[src/rtl/handshake_tx.sv]
// handshake_tx: single-word 4-phase (return-to-zero) request/acknowledge
// transmitter toward an asynchronous receiver.
//
// - ack passes through a SYNC_STAGES flop chain; only the last stage (ack_s)
//   feeds logic.
// - The local side hands over a word with send_valid/send_ready. The word is
//   latched onto data_out and held while req is high and until the cycle
//   returns to IDLE.
// - Optional feature macro HANDSHAKE_TX_TIMEOUT_EN: adds a per-state watchdog
//   counter that aborts a stalled handshake with an err pulse. Without the
//   macro, err is tied low and the FSM waits indefinitely.
module handshake_tx #(
    parameter int WIDTH          = 8,
    parameter int SYNC_STAGES    = 2,
    parameter int TIMEOUT_CYCLES = 255
) (
    input  logic             clk,
    input  logic             reset,
    input  logic             send_valid,
    input  logic [WIDTH-1:0] send_data,
    output logic             send_ready,
    output logic             req,
    output logic [WIDTH-1:0] data_out,
    input  logic             ack,
    output logic             done,
    output logic             err
);

    typedef enum logic [1:0] {
        IDLE   = 2'd0,
        REQ_HI = 2'd1,
        REQ_LO = 2'd2
    } state_t;

    state_t             state_r;
    state_t             state_next_s;
    logic [SYNC_STAGES-1:0] sync_r;
    logic               ack_s;
    logic               req_r;
    logic               req_next_s;
    logic               done_r;
    logic               done_next_s;
    logic               err_r;
    logic               err_next_s;
    logic               ready_r;
    logic               load_s;
    logic [WIDTH-1:0]   data_r;
    logic               timeout_s;
    logic               abort_s;

    // Synchronize the asynchronous acknowledge into the clk domain
    always_ff @(posedge clk) begin
        if (!reset) begin
            sync_r <= '0;
        end else begin
            sync_r <= {sync_r[SYNC_STAGES-2:0], ack};
        end
    end

    assign ack_s = sync_r[SYNC_STAGES-1];

`ifdef HANDSHAKE_TX_TIMEOUT_EN
    localparam int CNT_W = $clog2(TIMEOUT_CYCLES + 1);

    logic [CNT_W-1:0] cnt_r;
    logic             abort_r;

    assign timeout_s = (cnt_r == CNT_W'(TIMEOUT_CYCLES));
    assign abort_s   = abort_r;

    // Watchdog: restart on every state change, count while a handshake is open
    always_ff @(posedge clk) begin
        if (!reset) begin
            cnt_r <= '0;
        end else if (state_next_s != state_r) begin
            cnt_r <= '0;
        end else if (state_r != IDLE) begin
            cnt_r <= cnt_r + CNT_W'(1);
        end else begin
            cnt_r <= cnt_r;
        end
    end

    // Remember that the request phase was aborted so the release phase ends
    // without claiming a completed transfer
    always_ff @(posedge clk) begin
        if (!reset) begin
            abort_r <= 1'b0;
        end else if (state_r == REQ_HI && !ack_s && timeout_s) begin
            abort_r <= 1'b1;
        end else if (state_next_s == IDLE) begin
            abort_r <= 1'b0;
        end else begin
            abort_r <= abort_r;
        end
    end
`else
    logic [31:0] unused_timeout_s;

    assign unused_timeout_s = 32'(TIMEOUT_CYCLES);
    assign timeout_s        = 1'b0;
    assign abort_s          = 1'b0;
`endif

    // FSM state register
    always_ff @(posedge clk) begin
        if (!reset) begin
            state_r <= IDLE;
        end else begin
            state_r <= state_next_s;
        end
    end

    // FSM next-state and next-output decode
    always_comb begin
        state_next_s = state_r;
        req_next_s   = req_r;
        done_next_s  = 1'b0;
        err_next_s   = 1'b0;
        load_s       = 1'b0;
        case (state_r)
            IDLE: begin
                if (send_valid && ready_r) begin
                    state_next_s = REQ_HI;
                    req_next_s   = 1'b1;
                    load_s       = 1'b1;
                end else begin
                    req_next_s   = 1'b0;
                end
            end
            REQ_HI: begin
                if (ack_s) begin
                    state_next_s = REQ_LO;
                    req_next_s   = 1'b0;
                end else if (timeout_s) begin
                    state_next_s = REQ_LO;
                    req_next_s   = 1'b0;
                    err_next_s   = 1'b1;
                end else begin
                    req_next_s   = 1'b1;
                end
            end
            REQ_LO: begin
                req_next_s = 1'b0;
                if (!ack_s) begin
                    state_next_s = IDLE;
                    done_next_s  = !abort_s;
                end else if (timeout_s) begin
                    state_next_s = IDLE;
                    err_next_s   = 1'b1;
                end else begin
                    state_next_s = REQ_LO;
                end
            end
            default: begin
                state_next_s = IDLE;
                req_next_s   = 1'b0;
            end
        endcase
    end

    // Registered outputs; ready follows the state being entered so it is low
    // during reset and rises together with done
    always_ff @(posedge clk) begin
        if (!reset) begin
            req_r   <= 1'b0;
            done_r  <= 1'b0;
            err_r   <= 1'b0;
            ready_r <= 1'b0;
            data_r  <= '0;
        end else begin
            req_r   <= req_next_s;
            done_r  <= done_next_s;
            err_r   <= err_next_s;
            ready_r <= (state_next_s == IDLE);
            if (load_s) begin
                data_r <= send_data;
            end else begin
                data_r <= data_r;
            end
        end
    end

    assign send_ready = ready_r;
    assign req        = req_r;
    assign data_out   = data_r;
    assign done       = done_r;
    assign err        = err_r;

endmodule

[config.mk]
export PLATFORM = sky130hd
export DESIGN_NAME = handshake_tx
export DESIGN_NICKNAME = d
export VERILOG_FILES = /design/src/rtl/handshake_tx.sv
export SDC_FILE = /design/constraint.sdc
export NUM_CORES = 1
export LEC_CHECK = 0
export CORE_MARGIN = 2
export CORE_UTILIZATION = 36
export CTS_BUF_LIST = sky130_fd_sc_hd__clkbuf_16
export DETAILED_ROUTE_END_ITERATION = 8
export GPL_TIMING_DRIVEN = 0
export PLACE_DENSITY = 0.72
export SETUP_SLACK_MARGIN = 0.2
export SYNTH_ARGS = -nofsm -noshare
export SYNTH_HDL_FRONTEND = slang
export SYNTH_SLANG_ARGS = --single-unit
[constraint.sdc]
create_clock -name clk -period 1.1 [get_ports clk]
set_clock_uncertainty 0.2 [all_clocks]
set_input_delay 0.275 -clock clk [delete_from_list [all_inputs] [get_ports clk]]
set_output_delay 0.275 -clock clk [all_outputs]
set_load 0.03 [all_outputs]
==> metrics.md <==
| Metric | Value |
|---|---|
| Outcome | `finished with violations` |
| Violated checks | `negative setup slack` |
| Switch share | `0.219` |
| Final ANT Viol Nets | `0` |
| Remaining Overflow, GRT | `0` |
| Die Y | `44.1 um` |
| Routed wire length | `1340 um` |
| Vias | `480` |
| Core area | `1510 um^2` |
| Leakage | `0.445 nW` |
| Max frequency | `730 MHz` |
| Critical path fanouts, max | `5` |
| Sequential fraction of the synthesis area | `0.518` |
| Top cell type by total area after synthesis | `dfxtp_1` |
| Yosys Warn Count | `0` |
| Final setup fails | `22` |
| Cts hold-fix bufs | `0` |
| PortBufs | `22` |
| PD cells | `1530 nW/um^2` |
| MaxCap Viol Count | `0` |
| Max clock buf depth | `2` |
| Row count | `14` |
| Syn nets | `68` |
| Post-route DRC | `0` |
| Setup TNS Final | `-2.83 ns` |
| Mapped Area | `579 um^2` |
| Antenna Cells | `0` |
| CTS buffer count | `3` |
| RSZ-0062 raised after global routing | `yes` |
| Top Metal Used | `met4` |
| Buf/Inv on CP | `1` |
| CP delay by family, top | `simple AND/OR/NAND/NOR gates` |
| Worst-path clk slew | `0.05 ns` |
| Crit-path cells | `and4bb_4 -> buf_12 -> mux2i_2` |
| Met2 routed WL | `689 um` |
| Largest stage delay on the critical path | `0.40 ns` |
| Sequential power share | `0.387` |
| R2R cell count | `3` |
| Post-Syn Instances | `56` |
| Via-to-Cell Ratio | `4.66` |
| NetSw | `339 uW` |
| Area of the multi-input gates | `256 um^2` |
| Clk network pwr share | `0.439` |
| Critical path's slowest cell | `and4bb_4` |
| Pint | `1.21 mW` |
| CTS tree | `yes` |
| Maximum vdd drop | `1.70 mV` |
| Most frequent cells in the layout | `16 x nand2_1, 11 x buf_6, 10 x dfxtp_2` |
| WP data arrival | `1.33 ns` |
| Syn-to-layout area delta | `74.9%` |
| DR iter-0 viols | `10` |
| Synth unique cells | `17` |
| Crit path required time | `1.06 ns` |
| Net total in the final layout | `100` |
| Global placer's final weighted congestion | `0.660` |
| H-tree levels | `1` |
| Register area | `320 um^2` |
| Die width | `44.1 um` |
| Initial antenna violation count | `0` |
| Syn avg cell area | `10.3 um^2` |
| Critical R2R Capture | `data_out[5]$_SDFFE_PN0P_` |
| FILL cells | `121` |
| Seq cells post-synth | `15` |
| First-pass GRT wire length | `2190 um` |
| I/O pin count | `24` |
| Setup CP Type | `flip-flop to flip-flop` |
| Fraction of layout cells with a size suffix above 1 | `0.460` |
| Root Buffer | `clkbuf_16` |
| DRT met1 WL | `547 um` |
| Final Util | `0.673` |
| # clock sinks | `15` |
| Endpoint, Worst Hold | `sync_r[1]$_SDFF_PN0_` |
| Final hold vios | `0` |
| Power share of the combinational group | `0.174` |
| Worst hold path class | `flip-flop to flip-flop` |
| Commonest non-fill, non-tap cell in the layout | `nand2_1` |
| Share of the synthesized area in the top cell type | `0.518` |
| Worst R2R Setup Slack | `-0.27 ns` |
| CP Capture Type | `flip-flop` |
| Overall Power | `1.55 mW` |
| GRT Util Overall | `0.166` |
| Starting Density | `0.385` |
| Vias in the first global route | `453` |
| Startpoint types | `flip-flop` |
| Die ar. | `1950 um^2` |
| DP Wirelength | `787 um` |
| Met3 wire len | `83 um` |
| Hold Path Origin | `sync_r[0]$_SDFF_PN0_` |
| DR WL/cell | `13.0 um` |
| Worst hold slack | `0.233 ns` |
| Fin crit period | `1.37 ns` |
| Slew Limit Fails | `0` |
| Largest net degree at the start of global routing | `11` |
| Worst r2r src | `state_r[1]$_SDFF_PN0_` |
| Post-route clock period utilization | `1.25` |
| Worst setup margin | `-0.270 ns` |
| Largest cells by area after synthesis | `dfxtp_1 52%, mux2i_1 14%, nand2_1 10%` |
| DRT Pass-1 Iters | `4` |
| Min-Delay Path Depth | `1` |
| Worst-Skew Late Latency | `0.24 ns` |
power by group through the flow:
stage                     clock, mW  combinational, mW  sequential [mW]
after floorplan                   0             0.0838            0.649
after global placement            0              0.225            0.603
after detailed placement          0              0.228            0.604
after CTS                     0.696              0.266            0.599
after global routing          0.724              0.288            0.602
final                         0.680              0.270            0.599
sequential cells by signal, indices dropped and copies added, names as in the netlist:
name,count
req,1
data_out,8
send_ready,1
sync_r,2
state_r,2
done,1
cells by family after synthesis:
group / share of synthesized area
AO/OA/AOI/OAI: 0.0259
XOR/XNOR: 0.0151
buffers and inverters: 0.0454
flip-flops: 0.518
multiplexers: 0.138
other: 0.00647
AND/OR/NAND/NOR: 0.251
Yosys cell counts:
library cell and number:
nor4b_2 1, clkbuf_1 2, o21a_1 2, mux2i_1 8, dfxtp_1 15, buf_6 1
nor3b_1 1, and3b_1 1, and4bb_2 1, nand2_1 16, xor2_1 1, and3_1 1
conb_1 1, buf_4 1, and4bb_4 1, and2_1 2, nor2b_1 1
final cells by class:
type                    count  area share
plain buffers               4      0.0457
clock buffers               3      0.0741
clock inverters             1     0.00370
multi-input cells          37       0.253
flip-flops and latches     15       0.316
well taps                  16      0.0198
repair buffers             27       0.288
worst max-delay path by stage:
| stage | slack [ns] | endpoint | startpoint | cells after the start |
|---|---|---|---|---|
| global route | -0.30 | data_out[5]$_SDFFE_PN0P_ | state_r[1]$_SDFF_PN0_ | 3 |
| CTS | -0.26 | data_out[5]$_SDFFE_PN0P_ | state_r[1]$_SDFF_PN0_ | 3 |
| finish | -0.27 | data_out[5]$_SDFFE_PN0P_ | state_r[1]$_SDFF_PN0_ | 3 |
| floorplan | -0.13 | data_out[0]$_SDFFE_PN0P_ | state_r[1]$_SDFF_PN0_ | 3 |
| global placement | -0.58 | data_out[4]$_SDFFE_PN0P_ | reset | 4 |
| detailed placement | -0.61 | data_out[1]$_SDFFE_PN0P_ | reset | 4 |
through the flow:
step	setup slack [ns]	cell area [um^2]	instances
CTS	-0.258	1000	102
finish	-0.270	1010	103
detailed placement	-0.608	833	94
global placement	-0.582	833	94
floorplan	-0.130	593	56
global route	-0.295	1010	103
layer usage:
metal / track usage / vias up
met1: 0.185 / 218
met2: 0.271 / 16
met4: 0.0727 / 0
met3: 0.0735 / 2
li1: - / 244
met5: 0 / -
timing repair:
action	in CTS	in global routing
pin swaps	4	0
gates resized for setup	94	1
buffers inserted	2	1
gates cloned	2	0
endpoints found under the setup margin	26	24
No activity file was read; power rests on OpenSTA's default activity.
